<file path="src/rtl/fetch_seq.sv">
// -----------------------------------------------------------------------------
// fetch_seq : instruction-fetch sequencer for the angstrom CPU.
//
// Fetches one instruction per step over a req/ack handshake, holds it in an
// instruction register for execute, turns taken branches into one-cycle PC
// load pulses, and supports halt/resume, a sticky memory-timeout fault and a
// wrapping retired-instruction counter.
//
// Ports
//   clk, rst            clock; asynchronous active-low reset
//   pcAddr              current PC value
//   pcInc               PC increment pulse (combinational, FETCH with ack)
//   jmpEn / jmpAddr     PC load pulse and value (registered)
//   imemReq / imemAddr  fetch request and address (combinational)
//   imemAck / imemData  memory accept and returned word
//   ir / irAddr         captured instruction and its address
//   irValid             ir is offered to execute
//   exDone              execute consumed ir
//   brTaken / brTarget  branch result, qualified by exDone
//   halt / resume       stop after current instruction / leave HALT
//   running             sequencer is not in IDLE or HALT
//   fault               sticky memory-timeout flag
//   retired             count of exDone events (wraps)
// -----------------------------------------------------------------------------
module fetch_seq #(
   parameter int ADDR_W  = 12,
   parameter int INSTR_W = 16,
   parameter int TIMEOUT = 15
) (
   input  logic               clk,
   input  logic               rst,
   input  logic [ADDR_W-1:0]  pcAddr,
   output logic               pcInc,
   output logic               jmpEn,
   output logic [ADDR_W-1:0]  jmpAddr,
   output logic               imemReq,
   output logic [ADDR_W-1:0]  imemAddr,
   input  logic               imemAck,
   input  logic [INSTR_W-1:0] imemData,
   output logic [INSTR_W-1:0] ir,
   output logic [ADDR_W-1:0]  irAddr,
   output logic               irValid,
   input  logic               exDone,
   input  logic               brTaken,
   input  logic [ADDR_W-1:0]  brTarget,
   input  logic               halt,
   input  logic               resume,
   output logic               running,
   output logic               fault,
   output logic [15:0]        retired
);

   // Wait counter only needs to reach TIMEOUT-1.
   localparam int CNT_W = (TIMEOUT > 1) ? $clog2(TIMEOUT) : 1;
   localparam logic [CNT_W-1:0] WAIT_LAST = CNT_W'(TIMEOUT - 1);

   typedef enum logic [2:0] {
      S_IDLE  = 3'd0,
      S_FETCH = 3'd1,
      S_ISSUE = 3'd2,
      S_JUMP  = 3'd3,
      S_HALT  = 3'd4
   } state_t;

   state_t               state_q, state_d;
   logic [CNT_W-1:0]     wait_q, wait_d;
   logic                 halt_pend_q, halt_pend_d;
   logic [ADDR_W-1:0]    jmp_addr_q, jmp_addr_d;
   logic                 jmp_en_q, jmp_en_d;
   logic [INSTR_W-1:0]   ir_q, ir_d;
   logic [ADDR_W-1:0]    ir_addr_q, ir_addr_d;
   logic                 ir_valid_q, ir_valid_d;
   logic                 running_q, running_d;
   logic                 fault_q, fault_d;
   logic [15:0]          retired_q, retired_d;

   // Next-state logic, handshake strobes and register updates.
   always_comb begin
      state_d     = state_q;
      wait_d      = '0;
      halt_pend_d = halt_pend_q;
      jmp_addr_d  = jmp_addr_q;
      ir_d        = ir_q;
      ir_addr_d   = ir_addr_q;
      fault_d     = fault_q;
      retired_d   = retired_q;
      pcInc       = 1'b0;
      imemReq     = 1'b0;
      imemAddr    = '0;

      case (state_q)
         S_IDLE: begin
            state_d = S_FETCH;
         end
         S_FETCH: begin
            // PC is frozen while fetching, so pcAddr is a stable request address.
            imemReq  = 1'b1;
            imemAddr = pcAddr;
            if (imemAck) begin
               // An ack on the final wait cycle still wins over the timeout.
               ir_d      = imemData;
               ir_addr_d = pcAddr;
               pcInc     = 1'b1;
               state_d   = S_ISSUE;
            end else if (wait_q == WAIT_LAST) begin
               fault_d = 1'b1;
               state_d = S_HALT;
            end else begin
               wait_d = wait_q + CNT_W'(1);
            end
         end
         S_ISSUE: begin
            if (exDone) begin
               retired_d = retired_q + 16'd1;
               if (brTaken) begin
                  // Halt requested together with a branch is deferred past the jump.
                  jmp_addr_d  = brTarget;
                  halt_pend_d = halt;
                  state_d     = S_JUMP;
               end else if (halt) begin
                  state_d = S_HALT;
               end else begin
                  state_d = S_FETCH;
               end
            end else begin
               state_d = S_ISSUE;
            end
         end
         S_JUMP: begin
            // The pending halt is only consumed here, so clear it on the way out.
            halt_pend_d = 1'b0;
            if (halt_pend_q) begin
               state_d = S_HALT;
            end else begin
               state_d = S_FETCH;
            end
         end
         S_HALT: begin
            if (resume && !fault_q) begin
               state_d = S_FETCH;
            end else begin
               state_d = S_HALT;
            end
         end
         default: begin
            state_d = S_IDLE;
         end
      endcase

      // Registered status outputs describe the state being entered.
      ir_valid_d = (state_d == S_ISSUE);
      jmp_en_d   = (state_d == S_JUMP);
      running_d  = (state_d == S_FETCH) || (state_d == S_ISSUE) || (state_d == S_JUMP);
   end

   // State and output registers with asynchronous reset.
   always_ff @(posedge clk or negedge rst) begin
      if (!rst) begin
         state_q     <= S_IDLE;
         wait_q      <= '0;
         halt_pend_q <= 1'b0;
         jmp_addr_q  <= '0;
         jmp_en_q    <= 1'b0;
         ir_q        <= '0;
         ir_addr_q   <= '0;
         ir_valid_q  <= 1'b0;
         running_q   <= 1'b0;
         fault_q     <= 1'b0;
         retired_q   <= 16'd0;
      end else begin
         state_q     <= state_d;
         wait_q      <= wait_d;
         halt_pend_q <= halt_pend_d;
         jmp_addr_q  <= jmp_addr_d;
         jmp_en_q    <= jmp_en_d;
         ir_q        <= ir_d;
         ir_addr_q   <= ir_addr_d;
         ir_valid_q  <= ir_valid_d;
         running_q   <= running_d;
         fault_q     <= fault_d;
         retired_q   <= retired_d;
      end
   end

   assign jmpEn   = jmp_en_q;
   assign jmpAddr = jmp_addr_q;
   assign ir      = ir_q;
   assign irAddr  = ir_addr_q;
   assign irValid = ir_valid_q;
   assign running = running_q;
   assign fault   = fault_q;
   assign retired = retired_q;

endmodule

</file>
<file path="config.mk">
export PLATFORM = sky130hd
export DESIGN_NAME = fetch_seq
export DESIGN_NICKNAME = d
export VERILOG_FILES = /design/src/rtl/fetch_seq.sv
export SDC_FILE = /design/constraint.sdc
export NUM_CORES = 1
export LEC_CHECK = 0
export CORE_AREA = 2 2 86 88
export DETAILED_ROUTE_END_ITERATION = 8
export DIE_AREA = 0 0 88 90
export GPL_TIMING_DRIVEN = 0
export PLACE_DENSITY = 0.79
export SLEW_MARGIN = 20
export SYNTH_ARGS = -nofsm -noshare
export SYNTH_HDL_FRONTEND = slang
export SYNTH_SLANG_ARGS = --single-unit
</file>
<file path="constraint.sdc">
create_clock -name clk -period 3 [get_ports clk]
set_input_delay 0.6 -clock clk [delete_from_list [all_inputs] [get_ports clk]]
set_output_delay 0.6 -clock clk [all_outputs]
set_load 0.02 [all_outputs]
</file>
==> run summary, run 1 <==
highest-delay cell along the critical path: clkdlybuf4s50_1
Syn Inst Count: 213
routability cong.: 0.755
layout cells sized above 1: 0.192
synthesized area: 2920 um2
post-synthesis simple-gate area fraction: 0.130
CTS tree: built
syn nets: 263
crit share post-route: 0.914
fmax: 0.365 GHz
status: complete, no violations
synth cell count leaders: 68 x dfrtp_1, 32 x mux2_2, 13 x and2_1, 13 x xnor2_1, 11 x nand2_1
die area: 7920 um2
Placed Cells: 433
multiplexer share of the synthesized area: 0.165
RR Startpoint: state_q[1]$_DFF_PN0_
crit-path cells: buf_4 -> nor3b_4 -> buf_2 -> and2_1 -> clkdlybuf4s50_1
initial antenna violation count: 0
worst skew pair latency: 0.34 ns
critical path's largest stage delay: 0.60 ns
TritonCTS Buffers: 9
clk buf depth: 2
Filler cells: 564
crit end category: output port
minimum clock period after layout: 2.74 ns
cell with the most instances after synthesis: dfrtp_1
Power Density: 1040 nW/um2
first-pass GRT wire length: 10.5 mm
final std cells w/o fill: 448
multi-input logic area: 1140 um2
CP startpoint kind: flip-flop
via count: 2,121
CP Data Arrival Time: 2.14 ns
crit-path max FO: 10
H-tree lvl count: 3
xor/xnor share of the synthesized area: 0.0511
routed length per instance: 14.5 um
Worst-Margin Slew: 0.678 ns
Peak VDD IR: 0.000489 V
count of input and output buffers: 120
HP Class: primary input to async pin
detailed-route wire length: 6.50 mm
CP Class: flip-flop to output port
# DRC: 0
max-slew violation count: 0
fin area: 4500 um2
First-pass DRT Iterations: 4
critical path required time: 2.40 ns
EDFF count, synth: 0
sequential cell area: 1700 um2
All-Layer GR Usage: 0.173
post-synthesis register bit count: 68
Yosys cell types: 38
CTS Hold Bufs: 0
FFs w/ async S/R, synth: 1.00
starting DRC count in detailed routing: 55
Via density: 4.73
P&R area growth vs syn: 54.3%
critical path startpoint: state_q[1]$_DFF_PN0_
main combinational cell family by area after synthesis: multiplexers
fin util: 0.641
Die X: 88 um
Max-slew headroom: 0.545
remaining global-route overflow: 0
Total Nets Final: 394
Final ANT Viol Nets: 0
largest net degree at the start of global routing: 36
Synth Flop Type: dfrtp_1
placed wire-length estimate: 4.83 mm
top-area cell type share of the netlist area: 0.583
vias in the first global route: 2,177
area leader, netlist: dfrtp_1
synthesized-area fraction occupied by adder cells: 0.0129
clk root buf: clkbuf_8
top cells by area, synth: dfrtp_1 58%, mux2_2 12%, mux2_4 4.1%
core area: 7020 um2
dpl cell area: 4260 um2
Leak: 0.00190 uW
final setup violation count: 0
RSZ-0062 raised after global routing: false
Antenna Cells: 0
post-synthesis area per instance: 13.7 um2
Reg clk slew, reported paths: 0.07 ns
sequential element share of the synthesized area: 0.583
Setup Skew: 0.00952 ns
# IOs: 121
Total Power: 4700 uW
CTS sink count: 68
Yosys warning total: 0
Final Hold Fails: 0
Row Count: 31
worst setup margin: 0.257 ns
pre-CTS setup slack: -0.339 ns
die height: 90 um
Initial Utilization: 0.415
max_cap viols: 0
complex-gate fraction of the synthesized area: 0.0317
## flip-flops by register name (all words and copies together) (netlist names), 3 cells and up
signal and flops:
retired 16, state_q 3, jmpAddr 12, wait_q 4
ir 16, irAddr 12
## metrics by stage
stage	hold WS (ns)	TNS, ns
floorplan	0.304	0
global placement	0.467	-65.71
detailed placement	0.471	-0.339
CTS	0.203	0
global route	0.217	0
finish	0.200	0
## cell type report
cell class,count,area share
timing repair buffer,121,0.271
buffer,8,0.0145
sequential,68,0.378
inverter,3,0.00250
multi-input combinational,133,0.253
clock buffer,10,0.0284
tap,99,0.0275
clock inverter,6,0.0250
## what timing repair did
| item | in CTS | in global routing |
|---|---|---|
| setup buffers | 0 | 0 |
| endpoints found under the setup margin | 1 | 1 |
| resized for setup | 1 | 1 |
## placed cells by master (no fill, tap or decap), types with 2 or more instances in the layout
cell	synthesis	routed
a21oi_1	2	2
a31oi_1	2	2
and2_1	13	13
and3_1	3	3
and4_1	3	3
buf_4	1	3
buf_6	2	2
bufinv_16	0	3
clkbuf_1	1	2
clkbuf_8	0	9
clkdlybuf4s50_1	0	118
clkinvlp_4	0	3
dfrtp_1	68	68
ha_1	3	3
inv_1	3	3
mux2_2	32	32
mux2_4	8	8
nand2_1	11	11
nand2b_1	5	5
nand3_1	5	5
nand3b_1	2	2
nand4_1	4	4
nor2_1	6	6
nor2b_1	2	2
nor3_1	2	2
o21ai_0	2	2
xnor2_1	13	13
xor2_1	4	4
## worst max-delay path, delay by kind of cell, from the launching register on
| family | cells | cell delay [ns] |
|---|---|---|
| buf+inv | 3 | 1.01 |
| simple gates | 2 | 0.44 |
| flops | 1 | 0.36 |
## report_power, final
part | internal, uW | switching [uW]
Combinational | 1260 | 1070
Clock | 552 | 349
Sequential | 1270 | 198
## metal layers
metal | wire length (um) | share of wire | vias up | track usage
li1 | - | - | 999 | -
met1 | 2800 | 0.43 | 1033 | 0.219
met2 | 3140 | 0.48 | 82 | 0.280
met3 | 484 | 0.074 | 7 | 0.0560
met4 | 74 | 0.011 | 0 | 0.0551
met5 | 0 | 0 | - | 0
## path summary, 6_finish.rpt
| kind | to | slack (ns) | depth (start not counted) |
|---|---|---|---|
| worst min register to register | retired[15]$_DFFE_PN0P_ | 0.48 | 1 |
| max in group asynchronous | jmpAddr[2]$_DFFE_PN0P_ | 2.26 | 2 |
| min in group clk | retired[15]$_DFFE_PN0P_ | 0.48 | 1 |
| worst min-delay path | ir[11]$_DFFE_PN0P_ | 0.20 | 1 |
| worst max-delay path | imemAddr[6] | 0.26 | 5 |
| worst max register to register | jmpAddr[7]$_DFFE_PN0P_ | 0.51 | 7 |
## cells by family (layout without fill, tap and decap cells)
family | Yosys count | count (layout)
flops | 68 | 68
simple gates | 62 | 62
mux | 40 | 40
xor+xnor | 17 | 17
buf+inv | 12 | 148
compound gates | 11 | 11
fa+ha+maj | 3 | 3
No activity file was read; power rests on OpenSTA's default activity.
==> inputs of run 2 (changes only) <==
--- a/config.mk
+++ b/config.mk
@@ -5,11 +5,11 @@
 export SDC_FILE = /design/constraint.sdc
 export NUM_CORES = 1
 export LEC_CHECK = 0
-export CORE_AREA = 2 2 86 88
+export CORE_AREA = 2 2 83 85
 export DETAILED_ROUTE_END_ITERATION = 8
-export DIE_AREA = 0 0 88 90
+export DIE_AREA = 0 0 85 87
 export GPL_TIMING_DRIVEN = 0
-export PLACE_DENSITY = 0.79
+export PLACE_DENSITY = 0.84
 export SLEW_MARGIN = 20
 export SYNTH_ARGS = -nofsm -noshare
 export SYNTH_HDL_FRONTEND = slang
==> constraint.sdc (replaced) <==
create_clock -name clk -period 3.3 [get_ports clk]
set_input_delay 0.66 -clock clk [delete_from_list [all_inputs] [get_ports clk]]
set_output_delay 0.66 -clock clk [all_outputs]
set_load 0.02 [all_outputs]
==> run 2 against run 1 <==
  * Critical path depth is the same
  * Non-clock buffer count is the same
  * Clock power shrank 24%
  * Clock skew is essentially flat
  * Power shrank 12%
  * Routed wire length shrank 2.7%
  * First-iteration DRC count shrank 15%
  * Combinational power shrank 9.4%
  * Design area shrank 1.5%
  * Worst setup slack lost 0.063 ns
  * Largest cell class unchanged
==> run summary, run 2 (synthesis results as in run 1) <==
status: complete, no violations
Total Nets Final: 394
clk root buf: clkbuf_8
Power Density: 931 nW/um2
First-pass DRT Iterations: 4
first-pass GRT wire length: 10.5 mm
worst setup margin: 0.194 ns
pre-CTS setup slack: -0.182 ns
critical path's largest stage delay: 0.69 ns
H-tree lvl count: 3
Peak VDD IR: 0.000537 V
routability cong.: 0.757
Reg clk slew, reported paths: 0.08 ns
# DRC: 0
CP Class: flip-flop to output port
Filler cells: 508
vias in the first global route: 2,129
CTS sink count: 68
family with the most delay on the worst path: buffers and inverters
Total Power: 4130 uW
worst hold slack: 0.264 ns
# IOs: 121
P&R area growth vs syn: 52.0%
placed wire-length estimate: 4.64 mm
die area: 7400 um2
Setup Skew: 0.00995 ns
CTS tree: built
max-slew violation count: 0
count of input and output buffers: 120
worst skew pair latency: 0.34 ns
layout cells sized above 1: 0.195
CP Data Arrival Time: 2.45 ns
largest net degree at the start of global routing: 36
core area: 6570 um2
minimum clock period after layout: 3.11 ns
commonest non-fill, non-tap cell in the layout: clkdlybuf4s50_1
crit share post-route: 0.941
critical path required time: 2.64 ns
remaining global-route overflow: 0
Via density: 4.86
clk buf depth: 2
All-Layer GR Usage: 0.180
highest-delay cell along the critical path: clkdlybuf4s50_1
final setup violation count: 0
detailed-route wire length: 6.33 mm
Setup TNS: 0 ns
initial antenna violation count: 0
via count: 2,083
Antenna Cells: 0
CP startpoint kind: flip-flop
CTS Hold Bufs: 0
Initial Utilization: 0.444
Worst-Margin Slew: 0.665 ns
crit end category: output port
Die X: 85 um
fmax: 0.322 GHz
Buf/Inv on CP: 3
starting DRC count in detailed routing: 47
Max-slew headroom: 0.553
max_cap viols: 0
Final ANT Viol Nets: 0
fin util: 0.675
routed length per instance: 14.7 um
crit-path max FO: 19
HP Class: primary input to async pin
crit-path cells: buf_4 -> nor3b_4 -> and2_1 -> buf_2 -> clkdlybuf4s50_1
RSZ-0062 raised after global routing: false
most frequent cells in the layout: 119 x clkdlybuf4s50_1, 68 x dfrtp_1, 32 x mux2_2, 13 x and2_1, 13 x xnor2_1
Row Count: 30
setup bufs post-CTS: 0
TritonCTS Buffers: 9
die height: 87 um
Final Hold Fails: 0
Leak: 0.00188 uW
[run 2: worst reg2reg max path, stage by stage (launching register included)]
cell and delay (ns):
dfrtp_1 0.36, buf_4 0.16, nor3b_4 0.31, or3b_1 0.40
buf_6 0.15, a311oi_4 0.46, buf_8 0.22, mux2_4 0.31
[run 2: area by class of cell]
| cell class | instances | area [um2] | share of cell area |
|---|---|---|---|
| sequential | 68 | 1700 | 0.384 |
| timing repair buffer | 121 | 1220 | 0.275 |
| inverter | 3 | 11.3 | 0.00254 |
| multi-input combinational | 133 | 1140 | 0.257 |
| clock buffer | 10 | 138 | 0.0310 |
| tap | 80 | 100 | 0.0226 |
| clock inverter | 6 | 63.8 | 0.0144 |
| buffer | 8 | 62.6 | 0.0141 |
[run 2: timing repair]
action | 4_1_cts | 5_1_grt
gates resized for setup | 0 | 0
endpoints found under the setup margin | 1 | 0
hold endpoints to repair | 0 | 0
[run 2: per-stage QoR]
stage,area (um2),instances
floorplan,2920,213
global placement,4220,413
detailed placement,4240,414
CTS,4430,429
global route,4430,429
finish,4430,429
[run 2: routing by layer]
layer / track usage / part of all wire / vias up
met5: 0 / 0 / -
li1: - / - / 1004
met3: 0.0550 / 0.066 / 9
met2: 0.283 / 0.48 / 78
met4: 0.0620 / 0.015 / 0
met1: 0.239 / 0.44 / 992
[run 2: path summary, 6_finish.rpt]
kind                            slack, ns                    start                       to  depth (start not counted)
worst max-delay path                 0.19     state_q[1]$_DFF_PN0_                    pcInc                          5
worst min-delay path                 0.26                      rst   jmpAddr[6]$_DFFE_PN0P_                          1
worst max register to register       0.81     state_q[1]$_DFF_PN0_  jmpAddr[10]$_DFFE_PN0P_                          7
worst min register to register       0.47  retired[15]$_DFFE_PN0P_  retired[15]$_DFFE_PN0P_                          1
max in group asynchronous            2.49                      rst        fault$_DFFE_PN0P_                          2
min in group clk                     0.47  retired[15]$_DFFE_PN0P_  retired[15]$_DFFE_PN0P_                          1
[run 2: power by group]
group	internal, uW	total (uW)	leakage (uW)	switching, uW
sequential	1160	1330	0.000846	174
combinational	1140	2110	0.000932	971
clock	368	684	0.0000983	316
total	2660	4130	0.00188	1460
==> inputs of run 3 (changes only) <==
--- a/config.mk
+++ b/config.mk
@@ -10,7 +10,7 @@
 export DIE_AREA = 0 0 85 87
 export GPL_TIMING_DRIVEN = 0
 export PLACE_DENSITY = 0.84
-export SLEW_MARGIN = 20
+export SLEW_MARGIN = 15
 export SYNTH_ARGS = -nofsm -noshare
 export SYNTH_HDL_FRONTEND = slang
 export SYNTH_SLANG_ARGS = --single-unit
==> results of run 3 <==
No change in the layout: final DEF, timing and power equal those of run 2.
